$ cat config.mk
export PLATFORM = sky130hd
export DESIGN_NAME = psum_ofifo
export DESIGN_NICKNAME = d
export VERILOG_FILES = /design/src/rtl/psum_ofifo.sv
export SDC_FILE = /design/constraint.sdc
export NUM_CORES = 2
export LEC_CHECK = 0
export BUFFER_PORTS_ARGS = -buffer_cell sky130_fd_sc_hd__buf_2
export CAP_MARGIN = 20
export CELL_PAD_IN_SITES_DETAIL_PLACEMENT = 1
export CELL_PAD_IN_SITES_GLOBAL_PLACEMENT = 2
export CORE_MARGIN = 2
export CORE_UTILIZATION = 49
export CTS_BUF_LIST = sky130_fd_sc_hd__clkbuf_4 sky130_fd_sc_hd__clkbuf_8 sky130_fd_sc_hd__clkbuf_16
export DETAILED_ROUTE_END_ITERATION = 6
export PLACE_DENSITY = 0.8
export SYNTH_ARGS = -nofsm -noshare
export SYNTH_HDL_FRONTEND = slang
export SYNTH_SLANG_ARGS = --single-unit
$ cat constraint.sdc
create_clock -name clk -period 4.4 [get_ports clk]
set_input_delay 0.88 -clock clk [delete_from_list [all_inputs] [get_ports clk]]
set_output_delay 0.88 -clock clk [all_outputs]
set_load 0.02 [all_outputs]
$ cat src/rtl/psum_ofifo.sv
`default_nettype none
// ============================================================================
// Module      : psum_ofifo
// Description : Output collection FIFO behind the PE array. Each column owns
//               its own FIFO because columns finish at skewed cycles. A row
//               is popped only when every column holds data, which
//               re-aligns the skewed psums into whole rows.
// Revision    : 1.0 - initial release
// ============================================================================
module psum_ofifo #(
  parameter int COL        = 8,
  parameter int PSUM_BW    = 16,
  parameter int DEPTH_BITS = 4
) (
  input  logic                   clk,
  input  logic                   reset,      // asynchronous, active low
  input  logic [COL-1:0]         wr,
  input  logic [PSUM_BW*COL-1:0] in,
  input  logic                   rd,
  output logic [PSUM_BW*COL-1:0] out,
  output logic                   out_valid,
  output logic                   o_valid,
  output logic                   o_full,
  output logic                   o_ready,
  output logic                   overflow
);

  localparam int              c_entries = 2 ** DEPTH_BITS;
  localparam logic [DEPTH_BITS:0] c_depth = {1'b1, {DEPTH_BITS{1'b0}}};

  logic [COL-1:0] w_nonempty;
  logic [COL-1:0] w_full_vec;
  logic [COL-1:0] w_drop_vec;
  logic           w_pop;
  logic           r_out_valid;
  logic           r_overflow;

  // A row pops only when every column has an entry; rd otherwise is ignored.
  assign w_pop    = rd & o_valid;

  // Status flags depend on the stored counts only, never on this cycle's wr/rd.
  assign o_valid  = &w_nonempty;
  assign o_full   = |w_full_vec;
  assign o_ready  = ~o_full;

  assign out_valid = r_out_valid;
  assign overflow  = r_overflow;

  generate
    for (genvar c = 0; c < COL; c++) begin : g_col
      logic [DEPTH_BITS-1:0] r_wptr;
      logic [DEPTH_BITS-1:0] r_rptr;
      logic [DEPTH_BITS:0]   r_count;
      logic [PSUM_BW-1:0]    r_mem [c_entries];
      logic [PSUM_BW-1:0]    r_out;
      logic                  w_full;
      logic                  w_wr_ok;

      assign w_full        = (r_count == c_depth);
      // A full column still accepts a write when the same edge frees a slot.
      assign w_wr_ok       = wr[c] & (~w_full | w_pop);
      assign w_nonempty[c] = (r_count != '0);
      assign w_full_vec[c] = w_full;
      assign w_drop_vec[c] = wr[c] & w_full & ~w_pop;
      assign out[c*PSUM_BW +: PSUM_BW] = r_out;

      // Storage is not reset; pointers/counts alone define what is valid.
      always_ff @(posedge clk) begin
        if (w_wr_ok) begin
          r_mem[r_wptr] <= in[c*PSUM_BW +: PSUM_BW];
        end
      end

      // Pointer, occupancy and head-register bookkeeping for this column.
      always_ff @(posedge clk or negedge reset) begin
        if (!reset) begin
          r_wptr  <= '0;
          r_rptr  <= '0;
          r_count <= '0;
          r_out   <= '0;
        end else begin
          if (w_wr_ok) begin
            r_wptr <= r_wptr + DEPTH_BITS'(1);
          end
          if (w_pop) begin
            r_rptr <= r_rptr + DEPTH_BITS'(1);
            r_out  <= r_mem[r_rptr];
          end
          case ({w_wr_ok, w_pop})
            2'b10:   r_count <= r_count + (DEPTH_BITS+1)'(1);
            2'b01:   r_count <= r_count - (DEPTH_BITS+1)'(1);
            default: r_count <= r_count;
          endcase
        end
      end
    end
  endgenerate

  // Row-valid strobe and the sticky dropped-write flag.
  always_ff @(posedge clk or negedge reset) begin
    if (!reset) begin
      r_out_valid <= 1'b0;
      r_overflow  <= 1'b0;
    end else begin
      r_out_valid <= w_pop;
      r_overflow  <= r_overflow | (|w_drop_vec);
    end
  end

endmodule
`default_nettype wire

==> run summary <==
The run finished with clean final reports. Measured against its own limit, the worst slew margin works out to 24.3%. TritonCTS created 223 clock buffers. The post-synth net total was 4406; the minimum period implied by the final worst setup slack was 3990 ps. Ranked by total cell area, the synthesized netlist is headed by edfxtp_1 (69%), mux4_2 (16%), dfrtp_1 (6.6%).

Across every metal layer, demand over resource in global routing totals 22.5%. After detailed routing, the number of remaining DRC violations is 0. The register clock-pin slew on the reported worst setup and hold paths works out to 60 ps.

The actual transition at the worst max-transition pin came out at 1140 ps. Counting instances in the post-synthesis netlist gives the leading cell types as edfxtp_1 (2048), mux4_2 (640), nand2_1 (459), dfrtp_1 (234), nor2_1 (121). The run gives 37.2 ps as the clock skew. The count of nets left with antenna violations once routing finished came out at 0. The floorplan step set the die height to 429 um. The region available for standard cell placement spans 180000 um^2.

CTS saw 2282 sinks. In this run the critical register-to-register path is launched from g_col[5].r_count[1]. The logs give 76.0% for the sequential cell area fraction in the yosys report and 870 ps for the clock latency at the later pin of the worst-skew pair.

The leading cell type by number of instances after synthesis was edfxtp_1. The element type at the critical path start is a register. The logs give 272 for the count of boundary I/O pins and 3852 for the number of violations reported at the end of detailed-routing iteration 0. The most used flip-flop cell after synthesis is edfxtp_1. The run gives 42500 as the total vias in the final route. For the number of maximum-capacitance constraint violations, the log shows 0. Launch point of the worst hold path: wr[1].

The run gives 204000 um as the post-detailed-routing wire length. The synthesized design contains 2048 enable-type register cells. The number of pins with negative max-slew slack in the final report is 0.

The total setup buffers inserted after CTS was 0; the effective utilization at floorplan was 49.2%. The final critical path takes up 90.8% of the cycle. The power density relative to cell area works out to 682 nW/um^2. The number of gates resized after CTS was 0. Counting every instance in the synthesized netlist gives 4195. Number of placed instances with taps included: 6797. The root buffer cell chosen for the clock tree is clkbuf_16. The finished layout holds 7234 standard cells, fillers aside. The number of levels the H-tree was split into was 4. For the setup slack of the worst register-to-register path, the log shows 830 ps. The worst hold path passes through 2 cells.

Synthesis instantiated 56 different standard cells from the library. The congestion estimate from routability-driven global placement came to 0.775. The share of synthesized area in the top cell type comes to 69.4%. The post-detailed-placement half-perimeter wirelength was 125000 um; the die width was 429 um. The sum of negative setup slack was 0 ps. The leading area contributor after synthesis is edfxtp_1. The number of nets in the layout came out at 4865. In this run, synthesis produced a sequential element count of 2282. Across the VDD grid, the largest voltage drop is 0.381 mV.

TritonCTS built the clock tree. Static timing analysis puts the maximum clock frequency at 250 MHz. Of all flip-flops after synthesis, the portion carrying an async set or reset was 10.3%. The worst setup path is captured at an output port. The worst register-to-register path ends at g_col[0].r_count[4]. Entering global routing, the biggest net connects 68 pins.

Measured in cells, the most critical reg-to-reg path has a length of 13. The tools report the critical path launch point as g_col[5].r_count[1]. The logs give 3520 ps for the worst endpoint required time and 5 for the iteration count of the initial detailed-routing pass. The path type of the worst setup path was register to output port.

The initial antenna violation count was 32; the area of the mapped netlist was 88600 um^2. Of all nets on the critical path, the largest fanout is 10. The run gives 3 as the maximum clock insertion buffer count.

The global route total overflow is 0, and the data arrival time at the worst-slack endpoint is 3110 ps. Fill cells in the final layout number 15500. The count of input and output buffers was 271. The class of the tightest hold or removal check is input pin to register. Setup repair after global routing left no endpoint under its margin. Using the TritonRoute via totals, the vias-per-cell ratio works out to 5.87. In this run the mean area of a mapped cell was 21.1 um^2. Via count of the first global-routing pass: 45700. The worst hold path terminates at g_col[1].r_count[2].

The run gives 0.0345 uW as the leakage component of the power. After floorplanning, the core was divided into 156 placement rows. Setup violations remaining at the end of the flow were counted as 0.

The fraction of final layout cells sized beyond drive strength 1 is 33.7%, and the floorplan die area is 184000 um^2. The first-pass GRT wire length is 307000 um. The area added between synthesis and finish works out to 14.9%.

After detailed routing, the average wire length per cell comes to 28.3 um. Yosys printed 0 warnings. The hold violation count in the final report came out at 0. For the sum of internal, switching and leakage power, the log shows 69400 uW.
per-layer routing:
layer / part of all wire (%) / vias to the layer above / global-route usage [%]
li1: - / 18000 / -
met1: 41 / 22800 / 31.0
met2: 51 / 1370 / 37.3
met3: 5.6 / 336 / 3.67
met4: 2.8 / 6 / 6.78
met5: 0.020 / - / 0
area by class of cell:
class                           count  area (um^2)  area share, %
Antenna cell                       12         30.0         0.0295
Clock buffer                      287         6200           6.09
Clock inverter                    136         1620           1.59
Inverter                           52          203          0.199
Multi-Input combinational cell   1654        20500           20.2
Sequential cell                  2282        67400           66.2
Tap cell                         2370         2970           2.91
Timing Repair Buffer              441         2840           2.79
worst max-delay path: stages, from the launching register on:
cell	delay, ps
dfrtp_1	410
nor4_1	630
nand2_1	560
nand3_1	230
or2_2	230
inv_1	50
buf_2	150
timing repair:
| action | 4_1_cts | 5_1_grt |
|---|---|---|
| hold endpoints to repair | 33 | 0 |
| hold buffers | 1 | 0 |
| endpoints found under the setup margin | 0 | 0 |
report_power, final:
group	internal (uW)	leakage, uW	switching [uW]	total (uW)
Clock	11900	0.00387	8170	20000
Sequential	26700	0.0213	2700	29400
Combinational	9210	0.00927	10700	19900
cell usage in the layout, fill, tap and decap left out, types with 8 or more instances in the layout:
cell type | synthesis | routed
o211ai_1 | 11 | 11
nor4_1 | 16 | 16
fa_1 | 8 | 8
clkbuf_16 | 0 | 228
a21oi_1 | 33 | 33
a21o_1 | 22 | 22
edfxtp_1 | 2048 | 2048
nor3_2 | 0 | 18
clkinv_1 | 1 | 33
o2bb2ai_1 | 10 | 10
bufinv_16 | 0 | 32
clkinvlp_4 | 0 | 15
clkinv_2 | 0 | 43
buf_4 | 2 | 154
inv_1 | 50 | 50
buf_2 | 59 | 270
mux4_2 | 640 | 640
nand3_1 | 37 | 37
nor2_1 | 121 | 13
diode_2 | 0 | 12
xor2_1 | 21 | 21
mux2i_1 | 18 | 18
buf_12 | 0 | 14
ha_1 | 64 | 64
dfrtp_1 | 234 | 218
nand4_1 | 13 | 13
mux2_2 | 10 | 10
o22ai_1 | 8 | 8
nor2_2 | 0 | 108
clkbuf_8 | 0 | 8
dfrtp_4 | 0 | 8
xnor2_1 | 56 | 56
nand2_1 | 459 | 459
clkbuf_4 | 0 | 51
dfrtp_2 | 0 | 8
o21ai_0 | 10 | 10
stage by stage:
step | setup slack, ps | hold slack (ps) | util (%) | area, um^2
finish | 406 | 359 | 56.5 | 102000
global route | 229 | 330 | 56.5 | 102000
CTS | 323 | 282 | 56.5 | 102000
detailed placement | 737 | 457 | 52.1 | 93900
global placement | 844 | 444 | 52.1 | 93900
floorplan | 647 | 461 | - | 88600
cells by family after synthesis:
| logic type | count (synthesis) | synth area share, % |
|---|---|---|
| compound gates | 131 | 1.02 |
| xor+xnor | 77 | 0.761 |
| fa+ha+maj | 72 | 1.08 |
| simple gates | 706 | 3.28 |
| flops | 2282 | 76.0 |
| mux | 668 | 16.6 |
| buf+inv | 259 | 1.20 |
state kept, by name (all words and copies together) (netlist names):
name           flops
overflow           1
g_col.r_rptr      32
g_col.r_out      128
g_col.r_count     40
g_col.r_mem     2048
out_valid          1
g_col.r_wptr      32
how the worst max path moves through the flow:
stage	cells after the start	end
finish	6	o_ready
global route	6	o_ready
CTS	6	o_ready
detailed placement	12	g_col[0].r_count[4]
global placement	12	g_col[0].r_count[4]
floorplan	8	g_col[4].r_mem[10][0]
Power figures use the tool's default switching activity.
